### src/rtl/mul_pkg.sv
// Shared definitions for the sequential shift-add multiplier.
// Define LONG_MUL_EN to build a 64-bit accumulator that also produces a high result word.
package mul_pkg;

    typedef enum logic [1:0] {
        S_IDLE = 2'd0,
        S_RUN  = 2'd1,
        S_DONE = 2'd2
    } mul_state_e;

    localparam int MUL_CYCLES = 32;
    localparam int CNT_W      = 5;

`ifdef LONG_MUL_EN
    localparam int ACC_W = 64;
`else
    localparam int ACC_W = 32;
`endif

    localparam logic [CNT_W-1:0] LAST_COUNT = CNT_W'(MUL_CYCLES - 1);

endpackage

### src/rtl/mul_datapath.sv
// Operand, accumulator and result registers for the shift-add multiplier.
// The high result word exists only when LONG_MUL_EN is defined.
module mul_datapath
    import mul_pkg::*;
(
    input  logic             clk,
    input  logic             reset,
    input  logic             load,
    input  logic             step,
    input  logic             commit,
    input  logic [CNT_W-1:0] count,
    input  logic [31:0]      src_a,
    input  logic [31:0]      src_b,
    input  logic             accumulate,
    input  logic [31:0]      acc_in,
    output logic [31:0]      result,
    output logic [31:0]      result_hi,
    output logic [1:0]       mul_flags
);

    logic [ACC_W-1:0] a_q, a_d;
    logic [ACC_W-1:0] acc_q, acc_d;
    logic [ACC_W-1:0] partial;
    logic [31:0]      b_q, b_d;
    logic [31:0]      res_lo_q, res_lo_d;
    logic [1:0]       flags_q, flags_d;

    always_comb begin
        a_d      = a_q;
        b_d      = b_q;
        acc_d    = acc_q;
        res_lo_d = res_lo_q;
        flags_d  = flags_q;
        partial  = b_q[count] ? (a_q << count) : '0;
        if (load) begin
            a_d   = ACC_W'(src_a);
            b_d   = src_b;
            acc_d = accumulate ? ACC_W'(acc_in) : '0;
        end else if (step) begin
            acc_d = acc_q + partial;
        end
        // commit coincides with the final step, so acc_d already holds the full sum
        if (commit) begin
            res_lo_d = acc_d[31:0];
            flags_d  = {acc_d[ACC_W-1], ~|acc_d};
        end
    end

    always_ff @(posedge clk or negedge reset) begin
        if (!reset) begin
            a_q      <= '0;
            b_q      <= '0;
            acc_q    <= '0;
            res_lo_q <= '0;
            flags_q  <= '0;
        end else begin
            a_q      <= a_d;
            b_q      <= b_d;
            acc_q    <= acc_d;
            res_lo_q <= res_lo_d;
            flags_q  <= flags_d;
        end
    end

`ifdef LONG_MUL_EN
    logic [31:0] res_hi_q, res_hi_d;

    always_comb begin
        res_hi_d = res_hi_q;
        if (commit) res_hi_d = acc_d[63:32];
    end

    always_ff @(posedge clk or negedge reset) begin
        if (!reset) res_hi_q <= '0;
        else        res_hi_q <= res_hi_d;
    end

    assign result_hi = res_hi_q;
`else
    assign result_hi = '0;
`endif

    assign result    = res_lo_q;
    assign mul_flags = flags_q;

endmodule

### src/rtl/mul_sequencer.sv
// Multi-cycle multiply sequencer: IDLE/RUN/DONE control, bit counter and pipeline stall.
// Define LONG_MUL_EN for the 64-bit (UMULL-style) result; the default build is 32-bit.
module mul_sequencer
    import mul_pkg::*;
(
    input  logic        clk,
    input  logic        reset,
    input  logic        Start,
    input  logic [31:0] SrcA,
    input  logic [31:0] SrcB,
    input  logic        Accumulate,
    input  logic [31:0] AccIn,
    input  logic        Flush,
    output logic        Stall,
    output logic        Busy,
    output logic        Done,
    output logic [31:0] Result,
    output logic [31:0] ResultHi,
    output logic [1:0]  MulFlags,
    output logic [1:0]  state_dbg
);

    // Start is accepted only in IDLE with Flush low; Stall holds F/D/E from that
    // cycle through RUN and drops in DONE so the stage advances with Result.
    mul_state_e       state_q, state_d;
    logic [CNT_W-1:0] count_q, count_d;
    logic             load, step, commit;

    always_comb begin
        state_d = state_q;
        count_d = count_q;
        load    = 1'b0;
        step    = 1'b0;
        commit  = 1'b0;
        case (state_q)
            S_IDLE: begin
                if (Start && !Flush) begin
                    load    = 1'b1;
                    count_d = '0;
                    state_d = S_RUN;
                end
            end
            S_RUN: begin
                if (Flush) begin
                    count_d = '0;
                    state_d = S_IDLE;
                end else begin
                    step    = 1'b1;
                    count_d = count_q + 1'b1;
                    if (count_q == LAST_COUNT) begin
                        commit  = 1'b1;
                        state_d = S_DONE;
                    end
                end
            end
            S_DONE:  state_d = S_IDLE;
            default: state_d = S_IDLE;
        endcase
    end

    always_ff @(posedge clk or negedge reset) begin
        if (!reset) begin
            state_q <= S_IDLE;
            count_q <= '0;
        end else begin
            state_q <= state_d;
            count_q <= count_d;
        end
    end

    // Gated by reset so Stall is low while reset is held even if Start is high.
    assign Stall     = reset & (((state_q == S_IDLE) & Start & ~Flush) | (state_q == S_RUN));
    assign Busy      = (state_q == S_RUN);
    assign Done      = (state_q == S_DONE);
    assign state_dbg = state_q;

    mul_datapath u_datapath (
        .clk        (clk),
        .reset      (reset),
        .load       (load),
        .step       (step),
        .commit     (commit),
        .count      (count_q),
        .src_a      (SrcA),
        .src_b      (SrcB),
        .accumulate (Accumulate),
        .acc_in     (AccIn),
        .result     (Result),
        .result_hi  (ResultHi),
        .mul_flags  (MulFlags)
    );

endmodule
### config.mk
export PLATFORM = sky130hd
export DESIGN_NAME = mul_sequencer
export DESIGN_NICKNAME = d
export VERILOG_FILES = /design/src/rtl/mul_pkg.sv /design/src/rtl/mul_datapath.sv /design/src/rtl/mul_sequencer.sv
export SDC_FILE = /design/constraint.sdc
export NUM_CORES = 1
export LEC_CHECK = 0
export BUFFER_PORTS_ARGS = -buffer_cell sky130_fd_sc_hd__buf_4
export CORE_UTILIZATION = 57
export DETAILED_ROUTE_END_ITERATION = 8
export GPL_TIMING_DRIVEN = 1
export PLACE_DENSITY = 0.82
export SETUP_SLACK_MARGIN = 0.05
export SLEW_MARGIN = 25
export SYNTH_ARGS = -nofsm -noshare
export SYNTH_HDL_FRONTEND = slang
export SYNTH_SLANG_ARGS = --single-unit
### constraint.sdc
create_clock -name clk -period 7.4 [get_ports clk]
set_clock_uncertainty 0.05 [all_clocks]
set_input_delay 0.74 -clock clk [delete_from_list [all_inputs] [get_ports clk]]
set_output_delay 0.74 -clock clk [all_outputs]
set_load 0.005 [all_outputs]
==> reports/qor.csv <==
stage,metric,value,unit
run_status,status,"complete, no violations",
yosys,Synth cell types,61,
clock_tree,Worst-Skew Late Latency,440,ps
detailed_routing,routed length per placed instance,19.5,um
floorplan,Total Die Area,16600,um^2
worst_setup_path,critical path cell sequence,inv_2 -> nand2_1 -> a211o_1 -> o21a_1 -> a21boi_1 -> buf_4 -> nor2_1 -> ha_1 -> nand4_1 -> nor4_1 -> a211oi_1 -> a21oi_1 -> xnor2_1 -> o21ai_0 -> or4_1 -> or4_1 -> nor4_1 -> a22o_1,
finish,# fillers,1229,
worst_setup_path,Critical Path Source Type,register,
clock_tree,Post-CTS Hold Fix Bufs,0,
worst_setup_path,worst-path fanout max,28,
place,placed cells,1251,
yosys,Post-synth ARST share,1.00,
floorplan,row cnt,46,
clock_tree,post-CTS setup repair buffer count,0,
yosys,most common library cells after synthesis,"dfrtp_1, nand2_1, mux2_2",
clock_tree,CTS H-tree lvls,4,
worst_setup_path,Worst R2R Start,count_q[2],
detailed_routing,Detailed Route WL,25100,um
clock_tree,worst-case clock buffer depth,2,
floorplan,Die W,129,um
detailed_routing,# DRC,0,
place,port bufs,139,
detailed_routing,post-route ant nets,0,
yosys,"Top FF cell, synth",dfrtp_1,
sta,RSZ-0062 raised after global routing,false,
yosys,share of the synthesized area in the top cell type,0.370,
global_routing,vias in the first global route,7721,
global_routing,largest net degree at the start of global routing,75,
sta,TNS Setup,0,ps
detailed_routing,drt pass-1 iters,6,
power,Cell Pwr Density,348,nW/um^2
clock_tree,CTS tree,built,
clock_tree,clock slew at reported path FFs,60,ps
sta,Final period util,0.802,
sta,Max-slew headroom,0.393,
power,peak supply drop,0.215,mV
worst_setup_path,reg2reg path depth,18,
yosys,Synth Area in Adders,0.0471,
flow_run,max-cap violation count,0,
detailed_routing,Avg Vias per Cell,6.13,
yosys,"EDFF count, synth",0,
yosys,cells after synthesis,948,
global_routing,grt peak-use layer,met2,
sta,setup ws final,1470,ps
yosys,"area leader, netlist",dfrtp_1,
global_routing,initial antenna violation count,0,
yosys,"count leader, synth",dfrtp_1,
global_routing,total global routing track utilization,0.316,
clock_tree,post-cts sizing count,0,
yosys,Synth Area in XOR/XNOR,0.0257,
worst_setup_path,"slowest stage cell, crit path",dfrtp_1,
power,Leak Pwr,5.09,nW
sta,Least-Margin Pin Slew,910,ps
worst_setup_path,CP Capture Point,u_datapath.mul_flags[0],
worst_hold_path,Tightest Hold Check Type,primary input to async pin,
yosys,sequential area share after synthesis,0.370,
global_routing,met2 usage,0.516,
yosys,mux cell area share after synthesis,0.197,
worst_setup_path,crit path DAT,6260,ps
floorplan,core area,15800,um^2
floorplan,die height,129,um
clock_tree,CTS Root Cell,clkbuf_16,
clock_tree,Inserted Clock Buffers,17,
finish,share of cells above drive strength 1,0.276,
worst_setup_path,worst r2r dst,u_datapath.mul_flags[0],
yosys,top area cells in the synthesized netlist,"dfrtp_1, mux2_2, mux4_2, nand2_1, ha_1",
sta,final setup fails,0,
worst_setup_path,reg2reg setup slack,1470,ps
detailed_routing,1st-iter DRT viols,764,
finish,Sequential Area,3400,um^2
worst_setup_path,CP Data Required Time,7730,ps
sta,final hold violation count,0,
place,DP HPWL,18400,um
finish,P&R area growth vs syn,18.0,%
place,RD Place Congestion,0.966,
place,pre-CTS setup slack,1540,ps
global_routing,GRT met1 Usage,0.413,
floorplan,Top Ports,172,
worst_setup_path,WP depth,18,
sta,min cycle time layout,5930,ps
sta,Pins Over Slew Limit,0,
finish,Multi-input gate area,5340,um^2
worst_setup_path,crit end category,register,
global_routing,met3 track demand over resource,0.0632,
worst_setup_path,"delay-heaviest family, CP",simple AND/OR/NAND/NOR gates,
yosys,post-synthesis simple-gate area fraction,0.125,
finish,Nets,1189,
clock_tree,clk sinks,136,
worst_setup_path,CP Buf/Inv Count,2,
yosys,Synth Area in Compound Gates,0.171,
finish,final core occ,0.685,
yosys,Yosys reg bits,136,
yosys,mapped cell area,9190,um^2
global_routing,grt total ovfl,0,
floorplan,Initial Utilization,0.581,
yosys,main combinational cell family by area after synthesis,multiplexers,
global_routing,first-pass GRT wire length,40100,um
sta,f_max,0.168,GHz
yosys,Mean Syn Cell Area,9.70,um^2
worst_setup_path,Worst path max stage delay,910,ps
detailed_routing,Via Count,7866,
yosys,"Warnings, synthesis",0,
worst_setup_path,CP Class,register to register,
finish,Non-Filler Instances,1283,
worst_setup_path,crit path from,count_q[2],
finish,ant diodes,0,
per-stage QoR:
step / hold slack, ps / total power, mW / instance area (um^2)
after global placement: 413 / 2.82 / 10200
after CTS: 72.0 / 3.75 / 10800
after global routing: 69.6 / 4.00 / 10800
final: 72.7 / 3.78 / 10800
after floorplan: 394 / 2.37 / 9310
after detailed placement: 421 / 2.84 / 10200
routing by layer:
metal | part of all wire | vias up
met5 | 0 | -
met3 | 0.068 | 72
met4 | 0.032 | 0
li1 | - | 3630
met1 | 0.43 | 3789
met2 | 0.47 | 375
power by group:
part           internal (mW)  switching [mW]  total [mW]  leakage [nW]
logic                  0.765            1.09        1.86          3.07
registers              0.901           0.136        1.04          1.72
clock network          0.511           0.375       0.886         0.303
total                   2.18            1.60        3.78          5.09
cell type report:
class	instances	area share
clock inverter	15	0.0170
tap	216	0.0249
clock buffer	17	0.0392
sequential	136	0.314
multi-input combinational	724	0.492
timing repair buffer	150	0.104
inverter	25	0.00865
registers in the layout, summed over array words and instances, names as in the netlist:
name                  flops
u_datapath.mul_flags      2
count_q                   5
state_dbg                 2
u_datapath.result        31
u_datapath.a_q           32
u_datapath.acc_q         32
u_datapath.b_q           32
cells in the final DEF (no fill, tap or decap), types with 10 or more instances in the layout:
master,instances
xor2_1,10
a21oi_1,55
mux4_2,26
mux2_2,76
dfrtp_1,135
inv_1,23
o21ai_0,60
nand2_1,117
a211oi_1,24
conb_1,32
a22oi_1,10
a21o_1,14
nor2b_1,13
xnor2_1,17
mux2i_1,37
nand3_1,13
ha_1,33
a222oi_1,15
nor2_1,62
nand4_1,12
buf_4,149
clkbuf_16,17
worst min-delay path by stage:
stage,cells after the start,endpoint,start
floorplan,0,count_q[0],reset
global placement,2,u_datapath.result[19],u_datapath.result[19]
detailed placement,2,u_datapath.result[3],u_datapath.result[3]
CTS,1,u_datapath.result[23],reset
global route,1,u_datapath.result[23],reset
finish,1,u_datapath.result[23],reset
logic make-up after synthesis:
family,Yosys count
other,1
DFF,136
adders and majority gates,34
muxes,139
AOI/OAI and AO/OA,238
and+or+nand+nor,254
buffers and inverters,119
xor gates and xnor gates,27
Note: power is estimated with default switching activity, not from simulation.
